**config.mk**
```make
export PLATFORM = sky130hd
export DESIGN_NAME = fire3_squeeze_ofm_writer
export DESIGN_NICKNAME = d
export VERILOG_FILES = /design/src/rtl/fire3_squeeze_ofm_writer.sv
export SDC_FILE = /design/constraint.sdc
export NUM_CORES = 1
export LEC_CHECK = 0
export ABC_AREA = 0
export CAP_MARGIN = 10
export CORE_MARGIN = 5
export CORE_UTILIZATION = 30
export DETAILED_ROUTE_END_ITERATION = 8
export PLACE_DENSITY_LB_ADDON = 0.2
export SKIP_CTS_REPAIR_TIMING = 1
export SLEW_MARGIN = 20
export SYNTH_ARGS = -nofsm -noshare
export SYNTH_HDL_FRONTEND = slang
export SYNTH_SLANG_ARGS = --single-unit
```
**constraint.sdc**
```tcl
create_clock -name clk -period 17.1 [get_ports clk]
set_clock_uncertainty 0.05 [all_clocks]
set_input_delay 3.42 -clock clk [delete_from_list [all_inputs] [get_ports clk]]
set_output_delay 3.42 -clock clk [all_outputs]
set_load 0.02 [all_outputs]
```
**src/rtl/fire3_squeeze_ofm_writer.sv**
```systemverilog
// fire3_squeeze_ofm_writer
// Takes the DSP_NO channel results of one squeeze-layer pixel in a single
// strobe and writes them into the single-port squeeze feature-map RAM, one
// word per cycle. The RAM address is pix*DSP_NO + ch, so the channels of a
// pixel are stored contiguously. When the last word of the last pixel has
// been written, a one-cycle ram_feedback pulse is raised and the block parks
// in DONE until it is reset or restarted.
module fire3_squeeze_ofm_writer #(
    parameter int WOUT   = 64,
    parameter int DSP_NO = 16,
    parameter int WIDTH  = 16,
    parameter int ADDR_W = $clog2(DSP_NO * WOUT * WOUT)
) (
    input  logic              clk,
    input  logic              rst,
    input  logic              fire3_squeeze_sample,
    input  logic [WIDTH-1:0]  ofm [0:DSP_NO-1],
    input  logic              restart,
    output logic              ram_we,
    output logic [ADDR_W-1:0] ram_addr,
    output logic [WIDTH-1:0]  ram_wdata,
    output logic              ram_feedback,
    output logic              busy,
    output logic              done,
    output logic              overflow
);

    localparam int NPIX  = WOUT * WOUT;
    localparam int CH_W  = (DSP_NO > 1) ? $clog2(DSP_NO) : 1;
    localparam int PIX_W = (NPIX > 1) ? $clog2(NPIX) : 1;

    localparam logic [CH_W-1:0]   CH_LAST  = CH_W'(DSP_NO - 1);
    localparam logic [PIX_W-1:0]  PIX_LAST = PIX_W'(NPIX - 1);
    localparam logic [ADDR_W-1:0] STRIDE   = ADDR_W'(DSP_NO);

    typedef enum logic [1:0] {
        ST_IDLE  = 2'd0,
        ST_BURST = 2'd1,
        ST_DONE  = 2'd2
    } state_t;

    state_t            state_q;
    logic [CH_W-1:0]   ch_q;
    logic [PIX_W-1:0]  pix_q;
    logic [WIDTH-1:0]  shadow_q [0:DSP_NO-1];

    logic              ram_we_q;
    logic [ADDR_W-1:0] ram_addr_q;
    logic [WIDTH-1:0]  ram_wdata_q;
    logic              ram_feedback_q;
    logic              busy_q;
    logic              done_q;
    logic              overflow_q;

    // Decoded conditions for the current cycle.
    logic              in_burst;
    logic              last_word;
    logic              last_pix;
    logic              accept;
    logic              drop;
    logic [CH_W-1:0]   ch_d;
    logic [PIX_W-1:0]  pix_start;
    logic [ADDR_W-1:0] start_addr;
    logic [ADDR_W-1:0] burst_addr;

    // Acceptance, drop and next-address decode.
    always_comb begin
        in_burst  = (state_q == ST_BURST);
        last_word = in_burst && (ch_q == CH_LAST);
        last_pix  = (pix_q == PIX_LAST);

        // A new sample is taken when idle, or in the final word of a burst
        // that is not the final pixel (back-to-back with no bubble).
        accept = fire3_squeeze_sample && !restart &&
                 ((state_q == ST_IDLE) || (last_word && !last_pix));

        // Only a sample landing mid-burst is an upstream fault; samples seen
        // in DONE or during the final word of the run are silently ignored.
        drop = fire3_squeeze_sample && !restart && in_burst && (ch_q != CH_LAST);

        // Next channel index inside a burst; never used past the last word.
        ch_d = (ch_q == CH_LAST) ? '0 : ch_q + CH_W'(1);

        // Pixel that a newly accepted sample lands on. In BURST the current
        // pixel is still pix_q, so a back-to-back sample takes the next one.
        pix_start = in_burst ? (pix_q + PIX_W'(1)) : pix_q;

        start_addr = ADDR_W'(pix_start) * STRIDE;
        burst_addr = ADDR_W'(pix_q) * STRIDE + ADDR_W'(ch_d);
    end

    // Shadow buffer: one register per channel, loaded on every accepted sample.
    generate
        for (genvar gi = 0; gi < DSP_NO; gi++) begin : g_shadow
            always_ff @(posedge clk or posedge rst) begin
                if (rst) begin
                    shadow_q[gi] <= '0;
                end else if (accept) begin
                    shadow_q[gi] <= ofm[gi];
                end
            end
        end
    endgenerate

    // Control FSM with registered RAM-side outputs.
    always_ff @(posedge clk or posedge rst) begin
        if (rst) begin
            state_q        <= ST_IDLE;
            ch_q           <= '0;
            pix_q          <= '0;
            ram_we_q       <= 1'b0;
            ram_addr_q     <= '0;
            ram_wdata_q    <= '0;
            ram_feedback_q <= 1'b0;
            busy_q         <= 1'b0;
            done_q         <= 1'b0;
            overflow_q     <= 1'b0;
        end else if (restart) begin
            // Restart wins over any sample in the same cycle and aborts a
            // burst in progress; the last address/data simply hold.
            state_q        <= ST_IDLE;
            ch_q           <= '0;
            pix_q          <= '0;
            ram_we_q       <= 1'b0;
            ram_feedback_q <= 1'b0;
            busy_q         <= 1'b0;
            done_q         <= 1'b0;
            overflow_q     <= 1'b0;
        end else begin
            ram_feedback_q <= 1'b0;
            if (drop) begin
                overflow_q <= 1'b1;
            end

            case (state_q)
                ST_IDLE: begin
                    if (accept) begin
                        // Word 0 comes straight from ofm; the rest from shadow.
                        state_q     <= ST_BURST;
                        ch_q        <= '0;
                        ram_we_q    <= 1'b1;
                        busy_q      <= 1'b1;
                        ram_addr_q  <= start_addr;
                        ram_wdata_q <= ofm[0];
                    end
                end

                ST_BURST: begin
                    if (!last_word) begin
                        ch_q        <= ch_d;
                        ram_addr_q  <= burst_addr;
                        ram_wdata_q <= shadow_q[ch_d];
                    end else if (last_pix) begin
                        // Final word of the run is on the bus this cycle.
                        state_q        <= ST_DONE;
                        ch_q           <= '0;
                        ram_we_q       <= 1'b0;
                        busy_q         <= 1'b0;
                        done_q         <= 1'b1;
                        ram_feedback_q <= 1'b1;
                    end else begin
                        pix_q <= pix_q + PIX_W'(1);
                        ch_q  <= '0;
                        if (accept) begin
                            ram_addr_q  <= start_addr;
                            ram_wdata_q <= ofm[0];
                        end else begin
                            state_q  <= ST_IDLE;
                            ram_we_q <= 1'b0;
                            busy_q   <= 1'b0;
                        end
                    end
                end

                ST_DONE: begin
                    // Parked until rst or restart.
                end

                default: begin
                    state_q  <= ST_IDLE;
                    ram_we_q <= 1'b0;
                    busy_q   <= 1'b0;
                end
            endcase
        end
    end

    assign ram_we       = ram_we_q;
    assign ram_addr     = ram_addr_q;
    assign ram_wdata    = ram_wdata_q;
    assign ram_feedback = ram_feedback_q;
    assign busy         = busy_q;
    assign done         = done_q;
    assign overflow     = overflow_q;

endmodule

```
==> metrics.txt <==
crit start category=input pin; GRT Util Overall=17.6%; via count=11,300; later-pin clock latency in the skew report=0.55 ns; CTS Buf Count=38; RSZ-0062 raised after global routing=false; worst hold path type=reg2reg; Buf/Inv on CP=5; Worst-Margin Slew=0.997 ns; Async SR Flop Fraction=100%; Crit Path Max Fanout=69; synth cell count leaders=nand2_1, dfrtp_1, mux4_2; cell taking the most area after synthesis=dfrtp_1; status=complete, no violations; Pwr Density=113 mW/mm2; Die Wd=229 um; CTS H-tree depth=2; gp weighted congestion=0.829; worst r2r path cells=10; syn_area_per_cell=9.56 um2; syn nets=1,762; number of flops mapped to enable cells by yosys=0; Peak supply drop=0.0000552 V; synth top area cells=dfrtp_1, nand2_1, mux4_2; f_max=146 MHz; number of remaining DRC errors=0; CP Launch Point=restart; first-pass GRT wire length=71,100 um; Worst Hold Depth=2; CTS Root Cell=clkbuf_16; Clock Sinks=309; Final Non-Filler Cells=2,408; worst relative slew slack=33.5%; Routed WL per cell=19.3 um; hold_ws=0.406 ns; post-synthesis cell count=1,500; initial antenna violation count=10; Die Ht=229 um; reg2reg end=shadow_q[51]; #FFs+latches synth=309; yosys warns=0; most frequent cell after synthesis=nand2_1; post-synth top area share=53.9%; sequential fraction of the synthesis area=53.9%; Initial Util=30.2%; r2r setup slk=12.91 ns; final hold vios=0; fin crit period=6.86 ns; die area=0.0523 mm2; final setup margin=10.24 ns; Yosys cell types=53; crit end category=flop; layout cells sized above 1=8.46%; ys flop type=dfrtp_1; final number of setup-violating endpoints=0; core box area=0.0475 mm2; Routed Antenna Nets=0; WL final=46,600 um; Final period util=40.1%; IO Count=297; pin count of the biggest net entering global routing=138; DP Worst Slack=9.10 ns; Detail Placement HPWL=33,300 um; CP arrival=7.30 ns; placed cell count=2,330; Synth-to-Final Area Change=32.5%; vias in the first global route=11,700; critical path, cell by cell=clkdlybuf4s50_1, nor2b_1, nand3_1, o21a_4, buf_4, buf_12, buf_4, buf_16, nand2_1, nand2_1; Fin Setup TNS=0 ns; worst setup path endpoint=shadow_q[51]; row count=80; fillcell total=4,674; I/O Buffers=296; Slew Limit Fails=0; Nets=2,020; Slowest-stage cell, CP=clkdlybuf4s50_1; Cell Area, Synth=0.0143 mm2; iteration-0 DRC count of the detailed router=743; TritonCTS clock tree=done; via/cell ratio=4.71; MaxCap Viol Count=0; CP required=17.54 ns; GR Overflow Total=0; Pre-antenna DRT Iters=5; Clock Pin Slew Worst Setup and Hold Paths=0.05 ns; cell family with most CP delay=buffers and inverters; critical path type=in2reg; CP Depth=10; slowest stage delay, CP=0.94 ns; fin util=40.0%; reg2reg start=pix_q[0]; CTS Buffer Depth=3; leakage power=9.03 nW
[per-stage QoR]
step | total power, mW | area [um2]
2_1_floorplan | 1.18 | 14300
3_3_place_gp | 1.37 | 17600
3_5_place_dp | 1.38 | 17700
4_1_cts | 2.18 | 18900
5_1_grt | 2.27 | 19000
6_report | 2.15 | 19000
[state kept, by name (all words and copies together) (netlist names)]
signal        flops
done              1
pix_q            12
ram_addr         16
overflow          1
state_q           2
ram_feedback      1
shadow_q        256
ch_q              4
ram_wdata        16
[cells in the final DEF, fill, tap and decap left out, drive strengths merged, types with 3 or more instances in the layout]
| cell type | instances |
|---|---|
| a21oi | 10 |
| a22o | 3 |
| a31oi | 3 |
| and3 | 3 |
| buf | 17 |
| clkbuf | 58 |
| clkdlybuf4s50 | 296 |
| clkinv | 8 |
| dfrtp | 309 |
| diode | 8 |
| inv | 10 |
| mux2 | 8 |
| mux2i | 15 |
| mux4 | 67 |
| nand2 | 823 |
| nand2b | 5 |
| nand3 | 13 |
| nand4 | 7 |
| nor2 | 34 |
| nor2b | 3 |
| nor3 | 9 |
| nor3b | 3 |
| nor4 | 7 |
| o21ai | 22 |
| o221ai | 8 |
| xnor2 | 12 |
[power breakdown]
group / switching, mW / internal [mW] / leakage [nW]
registers: 0.0697 / 0.861 / 3.88
logic: 0.225 / 0.207 / 4.54
clock network: 0.316 / 0.471 / 0.613
[how the worst min path moves through the flow]
| stage | startpoint | endpoint |
|---|---|---|
| 2_1_floorplan | shadow_q[101] | shadow_q[101] |
| 3_3_place_gp | shadow_q[170] | shadow_q[170] |
| 3_5_place_dp | shadow_q[105] | shadow_q[105] |
| 4_1_cts | shadow_q[105] | shadow_q[105] |
| 5_1_grt | shadow_q[159] | shadow_q[159] |
| 6_report | shadow_q[105] | shadow_q[105] |
[worst min-delay path, stage by stage, from the launching register on]
cell and delay, ns:
dfrtp_1 0.33, nand2_1 0.05, nand2_1 0.04
[per-layer routing]
layer	part of all wire [%]	vias to the layer above	GRT usage [%]
met4	1.5	4	4.59
met1	46	5581	24.3
met2	47	267	28.2
met3	5.7	50	3.95
li1	-	5430	-
met5	0.071	-	0
[final cells by class]
cell class | count | area, um2 | share of cell area [%]
clock inverter | 9 | 70.1 | 0.369
inverter | 10 | 45.0 | 0.237
timing repair buffer | 313 | 3160 | 16.7
multi-input combinational | 1086 | 6030 | 31.7
sequential | 309 | 7740 | 40.7
tap | 615 | 769 | 4.05
clock buffer | 58 | 1170 | 6.15
antenna | 8 | 20.0 | 0.105
[kinds of logic after synthesis]
family	share of synthesized area, %
and+or+nand+nor	25.0
DFF	53.9
buffers and inverters	4.30
muxes	12.5
AOI/OAI and AO/OA	3.19
xor gates and xnor gates	0.925
adders and majority gates	0.175
Power figures use the tool's default switching activity.
